--- config.mk ---
export PLATFORM = sky130hd
export DESIGN_NAME = booth_product_accumulator
export DESIGN_NICKNAME = d
export VERILOG_FILES = /design/src/rtl/booth_product_accumulator.sv
export SDC_FILE = /design/constraint.sdc
export NUM_CORES = 1
export LEC_CHECK = 0
export ABC_AREA = 1
export ABC_CLOCK_PERIOD_IN_PS = 2300
export BUFFER_PORTS_ARGS = -buffer_cell sky130_fd_sc_hd__buf_2
export CAP_MARGIN = 20
export CORE_MARGIN = 2
export CORE_UTILIZATION = 56
export CTS_CLUSTER_SIZE = 25
export DETAILED_ROUTE_END_ITERATION = 12
export PLACE_DENSITY = 0.81
export REMOVE_ABC_BUFFERS = 1
export SLEW_MARGIN = 20
export SYNTH_ARGS = -nofsm -noshare
export SYNTH_HDL_FRONTEND = slang
export SYNTH_SLANG_ARGS = --single-unit
--- constraint.sdc ---
create_clock -name clk -period 2.3 [get_ports clk]
set_clock_uncertainty 0.05 [all_clocks]
set_input_delay 0.23 -clock clk [delete_from_list [all_inputs] [get_ports clk]]
set_output_delay 0.23 -clock clk [all_outputs]
set_load 0.03 [all_outputs]
--- src/rtl/booth_product_accumulator.sv ---
// Frame accumulator for signed Booth products: sums FRAME_LEN products per frame
// and presents the total with an overflow flag. Define SATURATE_EN for clamping adds.
module booth_product_accumulator #(
    parameter int PROD_W    = 8,
    parameter int ACC_W     = 16,
    parameter int FRAME_LEN = 4
) (
    input  logic              clk,
    input  logic              rst_n,
    input  logic              in_valid,
    output logic              in_ready,
    input  logic [PROD_W-1:0] in_product,
    input  logic              clr,
    output logic              out_valid,
    input  logic              out_ready,
    output logic [ACC_W-1:0]  out_sum,
    output logic              out_overflow
);

    localparam int CNT_W = (FRAME_LEN > 1) ? $clog2(FRAME_LEN) : 1;
    localparam logic [CNT_W-1:0] CNT_LAST = CNT_W'(FRAME_LEN - 1);
    localparam logic [ACC_W-1:0] ACC_MAX  = {1'b0, {(ACC_W-1){1'b1}}};
    localparam logic [ACC_W-1:0] ACC_MIN  = {1'b1, {(ACC_W-1){1'b0}}};

    typedef enum logic {
        ACCUM,
        HOLD
    } state_t;

    state_t            state_q, state_d;
    logic [ACC_W-1:0]  acc_q, acc_d;
    logic [CNT_W-1:0]  cnt_q, cnt_d;
    logic              ovf_q, ovf_d;
    logic [ACC_W-1:0]  sum_q, sum_d;
    logic              oflow_q, oflow_d;

    logic [ACC_W-1:0]  prod_ext;
    logic [ACC_W-1:0]  raw_sum;
    logic [ACC_W-1:0]  add_res;
    logic              add_ovf;
    logic              accept;

    assign prod_ext = ACC_W'($signed(in_product));
    assign raw_sum  = acc_q + prod_ext;
    // Same-sign operands yielding an opposite-sign result is the only overflow case.
    assign add_ovf  = (acc_q[ACC_W-1] == prod_ext[ACC_W-1]) &&
                      (raw_sum[ACC_W-1] != acc_q[ACC_W-1]);

`ifdef SATURATE_EN
    assign add_res = add_ovf ? (acc_q[ACC_W-1] ? ACC_MIN : ACC_MAX) : raw_sum;
`else
    assign add_res = raw_sum;
`endif

    assign accept = in_valid && in_ready && !clr;

    always_ff @(posedge clk or negedge rst_n) begin
        if (!rst_n) begin
            state_q <= ACCUM;
            acc_q   <= '0;
            cnt_q   <= '0;
            ovf_q   <= 1'b0;
            sum_q   <= '0;
            oflow_q <= 1'b0;
        end else begin
            state_q <= state_d;
            acc_q   <= acc_d;
            cnt_q   <= cnt_d;
            ovf_q   <= ovf_d;
            sum_q   <= sum_d;
            oflow_q <= oflow_d;
        end
    end

    always_comb begin
        state_d = state_q;
        acc_d   = acc_q;
        cnt_d   = cnt_q;
        ovf_d   = ovf_q;
        sum_d   = sum_q;
        oflow_d = oflow_q;
        case (state_q)
            ACCUM: begin
                if (clr) begin
                    acc_d = '0;
                    cnt_d = '0;
                    ovf_d = 1'b0;
                end else if (accept) begin
                    if (cnt_q == CNT_LAST) begin
                        sum_d   = add_res;
                        oflow_d = ovf_q | add_ovf;
                        acc_d   = '0;
                        cnt_d   = '0;
                        ovf_d   = 1'b0;
                        state_d = HOLD;
                    end else begin
                        acc_d = add_res;
                        cnt_d = cnt_q + CNT_W'(1);
                        ovf_d = ovf_q | add_ovf;
                    end
                end
            end
            HOLD: begin
                if (out_ready) begin
                    state_d = ACCUM;
                end
            end
            default: state_d = ACCUM;
        endcase
    end

    always_comb begin
        in_ready  = (state_q == ACCUM);
        out_valid = (state_q == HOLD);
    end

    assign out_sum      = sum_q;
    assign out_overflow = oflow_q;

endmodule

==> results of run 1 <==
## stage by stage
stage	instance area [um2]	hold WS, ns
2_1_floorplan	2240	-0.116
3_3_place_gp	2480	0.318
3_5_place_dp	2480	0.329
4_1_cts	2570	0.00262
5_1_grt	2570	0.0437
6_report	2570	-0.0275
## power by group
group          internal, mW  leakage, nW  switching [mW]
Combinational         0.272        0.925           0.546
Clock                 0.212       0.0364           0.249
Sequential            0.774        0.491          0.0701
Total                  1.26         1.45           0.865
## worst max-delay path by stage
stage	slack (ns)	start	cells past startpoint	to
finish	0.36	acc_q[0]$_DFFE_PN0P_	11	out_sum[10]$_DFFE_PN0P_
global route	0.17	acc_q[0]$_DFFE_PN0P_	11	acc_q[10]$_DFFE_PN0P_
floorplan	0.58	acc_q[0]$_DFFE_PN0P_	11	acc_q[14]$_DFFE_PN0P_
detailed placement	0.38	acc_q[0]$_DFFE_PN0P_	11	out_sum[10]$_DFFE_PN0P_
CTS	0.37	acc_q[0]$_DFFE_PN0P_	11	out_sum[10]$_DFFE_PN0P_
global placement	0.47	acc_q[0]$_DFFE_PN0P_	11	out_sum[10]$_DFFE_PN0P_
## cells by family after synthesis
| family | Yosys count | share of synthesized area, % |
|---|---|---|
| buf+inv | 33 | 6.07 |
| compound gates | 38 | 10.1 |
| xor+xnor | 6 | 2.32 |
| simple gates | 161 | 30.9 |
| fa+ha+maj | 17 | 9.71 |
| flops | 37 | 40.8 |
## synth_stat cells
cell type,n,area (um2)
a21oi_1,13,65.1
a21oi_2,2,17.5
a22o_1,3,26.3
and2_1,1,6.26
and3_1,1,6.26
buf_2,2,10.0
buf_4,1,7.51
buf_6,1,11.3
clkbuf_1,1,3.75
dfrtp_1,37,926
fa_1,1,20.0
ha_1,16,200
inv_1,25,93.8
inv_2,3,11.3
nand2_1,109,409
nand2_2,6,37.5
nand3_1,20,100
nand3b_1,7,52.6
nand4_1,2,12.5
nor2_1,10,37.5
nor2_2,2,12.5
nor2_4,1,11.3
nor3_2,1,10.0
o211ai_1,1,7.51
o21a_1,1,7.51
o21ai_0,12,60.1
o21ai_1,2,10.0
o21ai_2,2,17.5
o21bai_1,1,7.51
o21bai_2,1,11.3
or2_1,1,6.26
xnor2_1,3,26.3
xor2_1,3,26.3
## layout make-up
type,count,area [um2]
clock buffer,5,68.8
clock inverter,3,22.5
fill,371,1380
inverter,28,105
multi-input combinational,222,1200
sequential,37,926
tap,50,62.6
timing repair buffer,34,178
## critical path: stages (launching register included)
cell     delay [ns]
dfrtp_1        0.37
ha_1           0.17
inv_1          0.06
fa_1           0.41
o21ai_2        0.22
nand2_1        0.12
nand2_2        0.10
nand2_1        0.08
nand2_1        0.06
nand2_1        0.07
nand3_1        0.08
nand2_1        0.05
## layer usage
layer | share of wire [%] | up-vias
met5 | 0 | -
met4 | 2.4 | 0
met3 | 4.6 | 13
met2 | 46 | 50
met1 | 46 | 933
li1 | - | 1017
## state kept, by name, indices dropped and copies added (netlist names)
name          cells
out_sum          16
out_valid         1
acc_q            16
cnt_q             2
ovf_q             1
out_overflow      1
==> impl_metrics.tcl, run 1 <==
set metrics [dict create \
    die_area_um2 4580 \
    clock_path_buffers 2 \
    period_share_pct 84.2 \
    syn_to_final_growth_pct 13.2 \
    drt_iter0_drc 87 \
    hp-class "input pin to asynchronous set/reset pin" \
    vias_per_cell 5.31 \
    port-buffer-count 31 \
    instances_no_fill 379 \
    hold_buffers 0 \
    clkLatencyLatePin_ns 0.30 \
    crit_path_end_kind "register" \
    drive_above_1_share_pct 18.2 \
    ctsResizeCount 0 \
    rsz0062_at_grt "false" \
    violations "hold timing" \
    p_leak_nw 1.45 \
    global_route.usage.met3_pct 7.50 \
    reg2reg_depth 11 \
    grt_busiest_layer "met2" \
    layout_commonest_cell "nand2_1" \
    overflow 0 \
    wirelength_um 4930 \
    status "complete, but fails checks" \
    cap_violations 0 \
    vdd_drop_max_mv 0.414 \
    tritoncts "yes" \
    critPathMaxFanout 3 \
    clock-sinks 37 \
    grt_antenna_before_repair 0 \
    startpoint_type "register" \
    grt_max_degree 38 \
    grt_use_met1_pct 30.8 \
    yosysSeqAreaShare_pct 40.8 \
    die_h_um 67.6 \
    cts_setup_buffers 0 \
    antenna_left 0 \
    max_freq_mhz 516 \
    finish.net_count 358 \
    grt_first_pass_wirelength_um 8610 \
    clockRootBuffer "clkbuf_8" \
    antennaDiodeCount 0 \
    final_cell_mix "nand2_1, dfrtp_1, buf_2" \
    tightest_slew_ns 0.808 \
    dpl.hpwl_um 3620 \
    final_util_pct 65.1 \
    start_util_pct 57.5 \
    drt-pass1-iter-count 4 \
    met2_usage_pct 40.3 \
    clk_pin_slew_ns 0.08 \
    grt_usage_pct 25.1 \
    finalCriticalPeriod_ns 1.94 \
    r2r-start "acc_q[0]$_DFFE_PN0P_" \
    rr_endpoint "out_sum[10]$_DFFE_PN0P_" \
    drcViolationCount 0 \
    fin_tns_setup_ns 0 \
    maxSlewHeadroom_pct 46.1 \
    ys_warn_count 0 \
    p_total_mw 2.12 \
    final_max_slew_viol_count 0 \
    finalHoldViolations 37 \
    wl_per_cell_um 13.0 \
    core_um2 3940 \
    place_ws_ns 0.382 \
    grt_pass1_vias 2036 \
    arrival_ns 2.08 \
    fin_hold_ws_ns -0.0275 \
    place_inst 371 \
    ioPinCount 32 \
    cts_buffers 5 \
    vias 2013 \
    power_density_nw_per_um2 827 \
    fin_ws_ns 0.363 \
    path_class "register to register" \
    ys_seq_elements 37 \
    synth.distinct_cells 33 \
    place.gp.congestion 0.939 \
    synth_area_um2 2270 \
    r2r_slack_ns 0.36 \
    num_rows 23 \
    worstPathRequired_ns 2.44 \
    fp.dieW_um 67.6 \
    synth.avg_cell_area_um2 7.77 \
    synth_cells 292 \
    setup_viol 0 \
    htreeDepth 2 \
]
(Power assumes the default switching activity.)
==> run 2: changes to the inputs <==
--- a/config.mk
+++ b/config.mk
@@ -5,15 +5,15 @@
 export SDC_FILE = /design/constraint.sdc
 export NUM_CORES = 1
 export LEC_CHECK = 0
-export ABC_AREA = 1
-export ABC_CLOCK_PERIOD_IN_PS = 2300
+export ABC_AREA = 0
+export ABC_CLOCK_PERIOD_IN_PS = 1700
 export BUFFER_PORTS_ARGS = -buffer_cell sky130_fd_sc_hd__buf_2
 export CAP_MARGIN = 20
 export CORE_MARGIN = 2
-export CORE_UTILIZATION = 56
+export CORE_UTILIZATION = 51
 export CTS_CLUSTER_SIZE = 25
 export DETAILED_ROUTE_END_ITERATION = 12
-export PLACE_DENSITY = 0.81
+export PLACE_DENSITY = 0.78
 export REMOVE_ABC_BUFFERS = 1
 export SLEW_MARGIN = 20
 export SYNTH_ARGS = -nofsm -noshare
==> constraint.sdc (replaced) <==
create_clock -name clk -period 1.7 [get_ports clk]
set_clock_uncertainty 0.05 [all_clocks]
set_input_delay 0.17 -clock clk [delete_from_list [all_inputs] [get_ports clk]]
set_output_delay 0.17 -clock clk [all_outputs]
set_load 0.03 [all_outputs]
==> impl_metrics.tcl, run 2 <==
set metrics [dict create \
    finalHoldViolations 0 \
    yosys.area.top_type "dfrtp_1" \
    worstPathRequired_ns 1.83 \
    clock-sinks 37 \
    power_density_nw_per_um2 1120 \
    final_max_slew_viol_count 0 \
    ioPinCount 32 \
    drt-pass1-iter-count 4 \
    grt_usage_pct 24.8 \
    hold_path_depth 2 \
    switchingPower_mw 1.27 \
    ys_warn_count 0 \
    rsz0062_at_grt "true" \
    fp.dieW_um 68.7 \
    synth_cells 214 \
    period_share_pct 132 \
    p_leak_nw 1.56 \
    grt_first_pass_wirelength_um 8460 \
    violations "setup timing" \
    clkLatencyLatePin_ns 0.29 \
    comb_power_share_pct 46.3 \
    vdd_drop_max_mv 0.669 \
    status "complete, but fails checks" \
    drcViolationCount 0 \
    async_flop_share_pct 100 \
    final_cell_mix "buf_4, dfrtp_1, nand2_1" \
    port-buffer-count 31 \
    clockPowerShare_pct 19.8 \
    dpl.hpwl_um 3720 \
    drive_above_1_share_pct 43.7 \
    place.gp.congestion 0.869 \
    cts_buffers 5 \
    synth_commonest_cells "dfrtp_1, nand2_1, o21ai_0" \
    grt_antenna_before_repair 0 \
    hold_start "clr" \
    syn_to_final_growth_pct 43.1 \
    dr_wl_met3_um 220 \
    fin_ws_ns -0.538 \
    synth_top_area_share_pct 43.4 \
    grt_pass1_vias 1827 \
    antennaDiodeCount 0 \
    path_class "register to register" \
    wirelength_um 5460 \
    finish.net_count 324 \
    clockRootBuffer "clkbuf_8" \
    reg2reg_depth 9 \
    switching_share_pct 37.3 \
    synth.avg_cell_area_um2 9.97 \
    p_total_mw 3.42 \
    seqPwrFrac_pct 33.9 \
    yosysSeqAreaShare_pct 43.4 \
    synth.most_common_cell "dfrtp_1" \
    die_h_um 68.7 \
    maxSlewHeadroom_pct 67.3 \
    critPathMaxFanout 3 \
    ys_seq_elements 37 \
    antenna_left 0 \
    synthFlopType "dfrtp_1" \
    tritoncts "yes" \
    core_um2 4000 \
    num_rows 23 \
    htreeDepth 2 \
    wl_met1_um 2430 \
    die_area_um2 4720 \
    synth.area.top_cells "dfrtp_1, ha_1, nand2_1" \
    tightest_slew_ns 0.490 \
    highest_layer "met4" \
    p_int_mw 2.14 \
    r2r_slack_ns -0.54 \
    setup_viol 26 \
    layout_commonest_cell "buf_4" \
    vias_per_cell 5.57 \
    whs_endpoint "cnt_q[1]$_DFFE_PN0P_" \
    synth_edf_count 0 \
    arrival_ns 2.37 \
    startpoint_type "register" \
    rr_endpoint "acc_q[14]$_DFFE_PN0P_" \
    cap_violations 0 \
    overflow 0 \
    final_util_pct 76.3 \
    max_freq_mhz 447 \
    finalCriticalPeriod_ns 2.24 \
    start_util_pct 53.3 \
    r2r-start "acc_q[0]$_DFFE_PN0P_" \
    hp-class "input pin to register" \
    clk_pin_slew_ns 0.07 \
    clock_path_buffers 2 \
    crit_path_end_kind "register" \
    dr_wl_met2_um 2720 \
    synth_area_um2 2130 \
    vias 1921 \
    synth.distinct_cells 42 \
    drt_iter0_drc 99 \
    grt_max_degree 20 \
    wl_per_cell_um 15.8 \
]
## run 2: changes by cell type after synthesis, sizes merged, moves of 6 or more
cell / before / now
a21oi: 15 / 9
inv: 28 / 7
nand2: 115 / 36
nand3: 20 / 4
nand3b: 7 / 1
o21ai: 16 / 26
## run 2: critical path: stages, from the launching register on
cell and delay (ns):
dfrtp_1 0.41, ha_4 0.18, inv_2 0.05, fa_2 0.19, nor2b_1 0.05, o31a_2 0.32
o211ai_2 0.20, a21oi_2 0.08, or3_4 0.33, a32o_1 0.26
## run 2: final cells by class
type	count	area, um2
multi-input cells	165	1400
fillers	251	948
flip-flops and latches	37	926
repair buffers	78	537
clock buffers	7	96.3
well taps	50	62.6
inverters	7	26.3
clock inverters	1	5.00
## run 2: metrics by stage
stage | worst slack [ns] | setup TNS [ns] | hold slack, ns | area (um2) | std cells
floorplan | -0.502 | -5.49 | -0.176 | 2110 | 209
global placement | -0.501 | -7.32 | 0.0919 | 2640 | 330
detailed placement | -0.559 | -8.70 | 0.0915 | 2640 | 330
CTS | -0.513 | -7.32 | 0.0828 | 2900 | 342
global route | -0.606 | -10.31 | 0.0998 | 3050 | 345
finish | -0.538 | -8.35 | 0.0868 | 3050 | 345
## run 2: metal layers
layer / up-vias / GRT usage (%)
li1: 922 / -
met1: 936 / 32.7
met2: 53 / 38.9
met3: 10 / 5.36
met4: 0 / 11.5
met5: - / 0
## run 2: power groups by stage
stage          Combinational [mW]  Sequential, mW  Clock [mW]
3_3_place_gp                 1.26            1.15           0
5_1_grt                      1.71            1.18       0.735
2_1_floorplan               0.612            1.37           0
4_1_cts                      1.42            1.15       0.700
3_5_place_dp                 1.29            1.16           0
6_report                     1.58            1.16       0.677
## run 2: timing repair
action | CTS | global route
endpoints found under the hold margin | 19 | 0
hold buffers | 2 | 0
resized for setup | 32 | 29
setup buffers | 3 | 4
setup endpoints to repair | 26 | 27
pin swaps | 15 | 18
## run 2: cell families (layout without fill, tap and decap cells)
| kind of cell | count (synthesis) | in the layout | share of synthesized area [%] |
|---|---|---|---|
| mux | 6 | 6 | 3.23 |
| compound gates | 67 | 67 | 22.2 |
| buf+inv | 12 | 93 | 2.46 |
| xor+xnor | 12 | 12 | 5.57 |
| simple gates | 63 | 63 | 12.8 |
| fa+ha+maj | 17 | 17 | 10.3 |
| flops | 37 | 37 | 43.4 |
## run 2: how the worst max path moves through the flow
stage / start / endpoint / slack [ns] / cells past startpoint
final: acc_q[0]$_DFFE_PN0P_ / acc_q[14]$_DFFE_PN0P_ / -0.54 / 9
after global routing: acc_q[0]$_DFFE_PN0P_ / acc_q[14]$_DFFE_PN0P_ / -0.61 / 9
after CTS: acc_q[0]$_DFFE_PN0P_ / acc_q[14]$_DFFE_PN0P_ / -0.51 / 9
after detailed placement: acc_q[0]$_DFFE_PN0P_ / acc_q[14]$_DFFE_PN0P_ / -0.56 / 9
after global placement: acc_q[0]$_DFFE_PN0P_ / acc_q[14]$_DFFE_PN0P_ / -0.50 / 9
after floorplan: acc_q[0]$_DFFE_PN0P_ / acc_q[14]$_DFFE_PN0P_ / -0.50 / 9
==> run 3: changes to the inputs <==
--- a/config.mk
+++ b/config.mk
@@ -10,10 +10,10 @@
 export BUFFER_PORTS_ARGS = -buffer_cell sky130_fd_sc_hd__buf_2
 export CAP_MARGIN = 20
 export CORE_MARGIN = 2
-export CORE_UTILIZATION = 51
+export CORE_UTILIZATION = 40
 export CTS_CLUSTER_SIZE = 25
 export DETAILED_ROUTE_END_ITERATION = 12
-export PLACE_DENSITY = 0.78
+export PLACE_DENSITY = 0.65
 export REMOVE_ABC_BUFFERS = 1
 export SLEW_MARGIN = 20
 export SYNTH_ARGS = -nofsm -noshare
==> impl_metrics.tcl, run 3 (synthesis results as in run 2) <==
set metrics [dict create \
    wl_per_cell_um 14.5 \
    fin_hold_ws_ns 0.0771 \
    grt_antenna_before_repair 0 \
    finalHoldViolations 0 \
    finalInstanceArea_um2 3140 \
    p_total_mw 3.65 \
    ioPinCount 32 \
    num_rows 26 \
    grt_usage_pct 19.3 \
    place_inst 349 \
    maxSlewHeadroom_pct 69.5 \
    grt_max_degree 20 \
    startpoint_type "register" \
    overflow 0 \
    critPathSlowestCell "dfrtp_1" \
    cts_buffers 5 \
    max_freq_mhz 448 \
    critPathMaxStageDelay_ns 0.39 \
    power_density_nw_per_um2 1160 \
    period_share_pct 131 \
    violations "setup timing" \
    drt-pass1-iter-count 4 \
    vias 1864 \
    finish.net_count 327 \
    layout_commonest_cell "buf_4" \
    die_area_um2 5930 \
    syn_to_final_growth_pct 47.2 \
    clkLatencyLatePin_ns 0.29 \
    clock_path_buffers 2 \
    antennaDiodeCount 0 \
    setup_viol 26 \
    status "complete, but fails checks" \
    path_class "register to register" \
    core_um2 5140 \
    die_h_um 77.0 \
    drt_iter0_drc 68 \
    hp-class "input pin to register" \
    clk_pin_slew_ns 0.07 \
    dpl.hpwl_um 3640 \
    htreeDepth 2 \
    p_leak_nw 1.59 \
    cap_violations 0 \
    port-buffer-count 31 \
    final_cell_mix "buf_4, dfrtp_1, nand2_1" \
    drcViolationCount 0 \
    vdd_drop_max_mv 0.519 \
    fp.dieW_um 77.0 \
    clock-sinks 37 \
    wirelength_um 5350 \
    antenna_left 0 \
    critPathMaxFanout 3 \
    tritoncts "yes" \
    drive_above_1_share_pct 45.3 \
    clockRootBuffer "clkbuf_8" \
    cp_cell_sequence "ha_2, inv_2, fa_2, nor2b_2, o31a_2, o211ai_2, a21oi_2, or3_4, a32o_1" \
    grt_pass1_vias 1867 \
    instances_no_fill 368 \
    tightest_slew_ns 0.458 \
    fin_ws_ns -0.535 \
    arrival_ns 2.37 \
    rsz0062_at_grt "true" \
    final_max_slew_viol_count 0 \
    worstPathRequired_ns 1.83 \
    grt_first_pass_wirelength_um 9090 \
    start_util_pct 41.5 \
    finalCriticalPeriod_ns 2.23 \
    fill_cells 450 \
    place_ws_ns -0.551 \
    crit_path_end_kind "register" \
    dpl_cell_area_um2 2660 \
    vias_per_cell 5.07 \
    place.gp.congestion 0.834 \
]
[run 3: worst paths after layout]
check	startpoint	slack, ns	to	cells past startpoint
max	acc_q[0]$_DFFE_PN0P_	-0.53	acc_q[14]$_DFFE_PN0P_	9
min	clr	0.08	cnt_q[1]$_DFFE_PN0P_	2
max reg2reg	acc_q[0]$_DFFE_PN0P_	-0.53	acc_q[14]$_DFFE_PN0P_	9
min reg2reg	out_sum[1]$_DFFE_PN0P_	0.43	out_sum[1]$_DFFE_PN0P_	2
max in group asynchronous	rst_n	0.84	acc_q[11]$_DFFE_PN0P_	3
min in group asynchronous	rst_n	0.30	out_sum[3]$_DFFE_PN0P_	2
[run 3: worst max-delay path, delay by kind of cell, from the launching register on]
kind | cells | cell delay (ns)
AO/OA/AOI/OAI | 4 | 0.84
AND/OR/NAND/NOR | 2 | 0.40
flip-flops | 1 | 0.39
adder cells (fa/ha/maj) | 2 | 0.39
buffers and inverters | 1 | 0.06
[run 3: cell type report]
type,count,area (um2),share of cell area [%]
clock buffer,5,68.8,2.19
tap,70,87.6,2.79
clock inverter,3,65.1,2.07
sequential,37,926,29.5
timing repair buffer,81,559,17.8
multi-input combinational,165,1410,44.8
inverter,7,26.3,0.837
[run 3: power breakdown]
part	switching [mW]	total [mW]	internal [mW]
clock	0.324	0.907	0.583
combinational	0.850	1.59	0.736
sequential	0.101	1.15	1.05
[run 3: routing by layer]
layer / vias up / wire length [um] / GRT usage, %
met3: 10 / 136 / 2.59
met4: 0 / 99 / 6.96
li1: 926 / - / -
met2: 29 / 2540 / 31.7
met5: - / 0 / 0
met1: 899 / 2570 / 26.1
[run 3: what timing repair did]
| item | 4_1_cts | 5_1_grt |
|---|---|---|
| endpoints found under the hold margin | 19 | 0 |
| resized for setup | 31 | 30 |
| setup endpoints to repair | 26 | 30 |
| pin swaps | 16 | 10 |
| setup buffers | 5 | 4 |
| hold buffers | 2 | 0 |
[run 3: through the flow]
step	util, %	setup TNS [ns]
2_1_floorplan	-	-5.49
3_3_place_gp	51.7	-7.45
3_5_place_dp	51.7	-8.08
4_1_cts	58.0	-6.72
5_1_grt	61.1	-10.55
6_report	61.1	-7.92
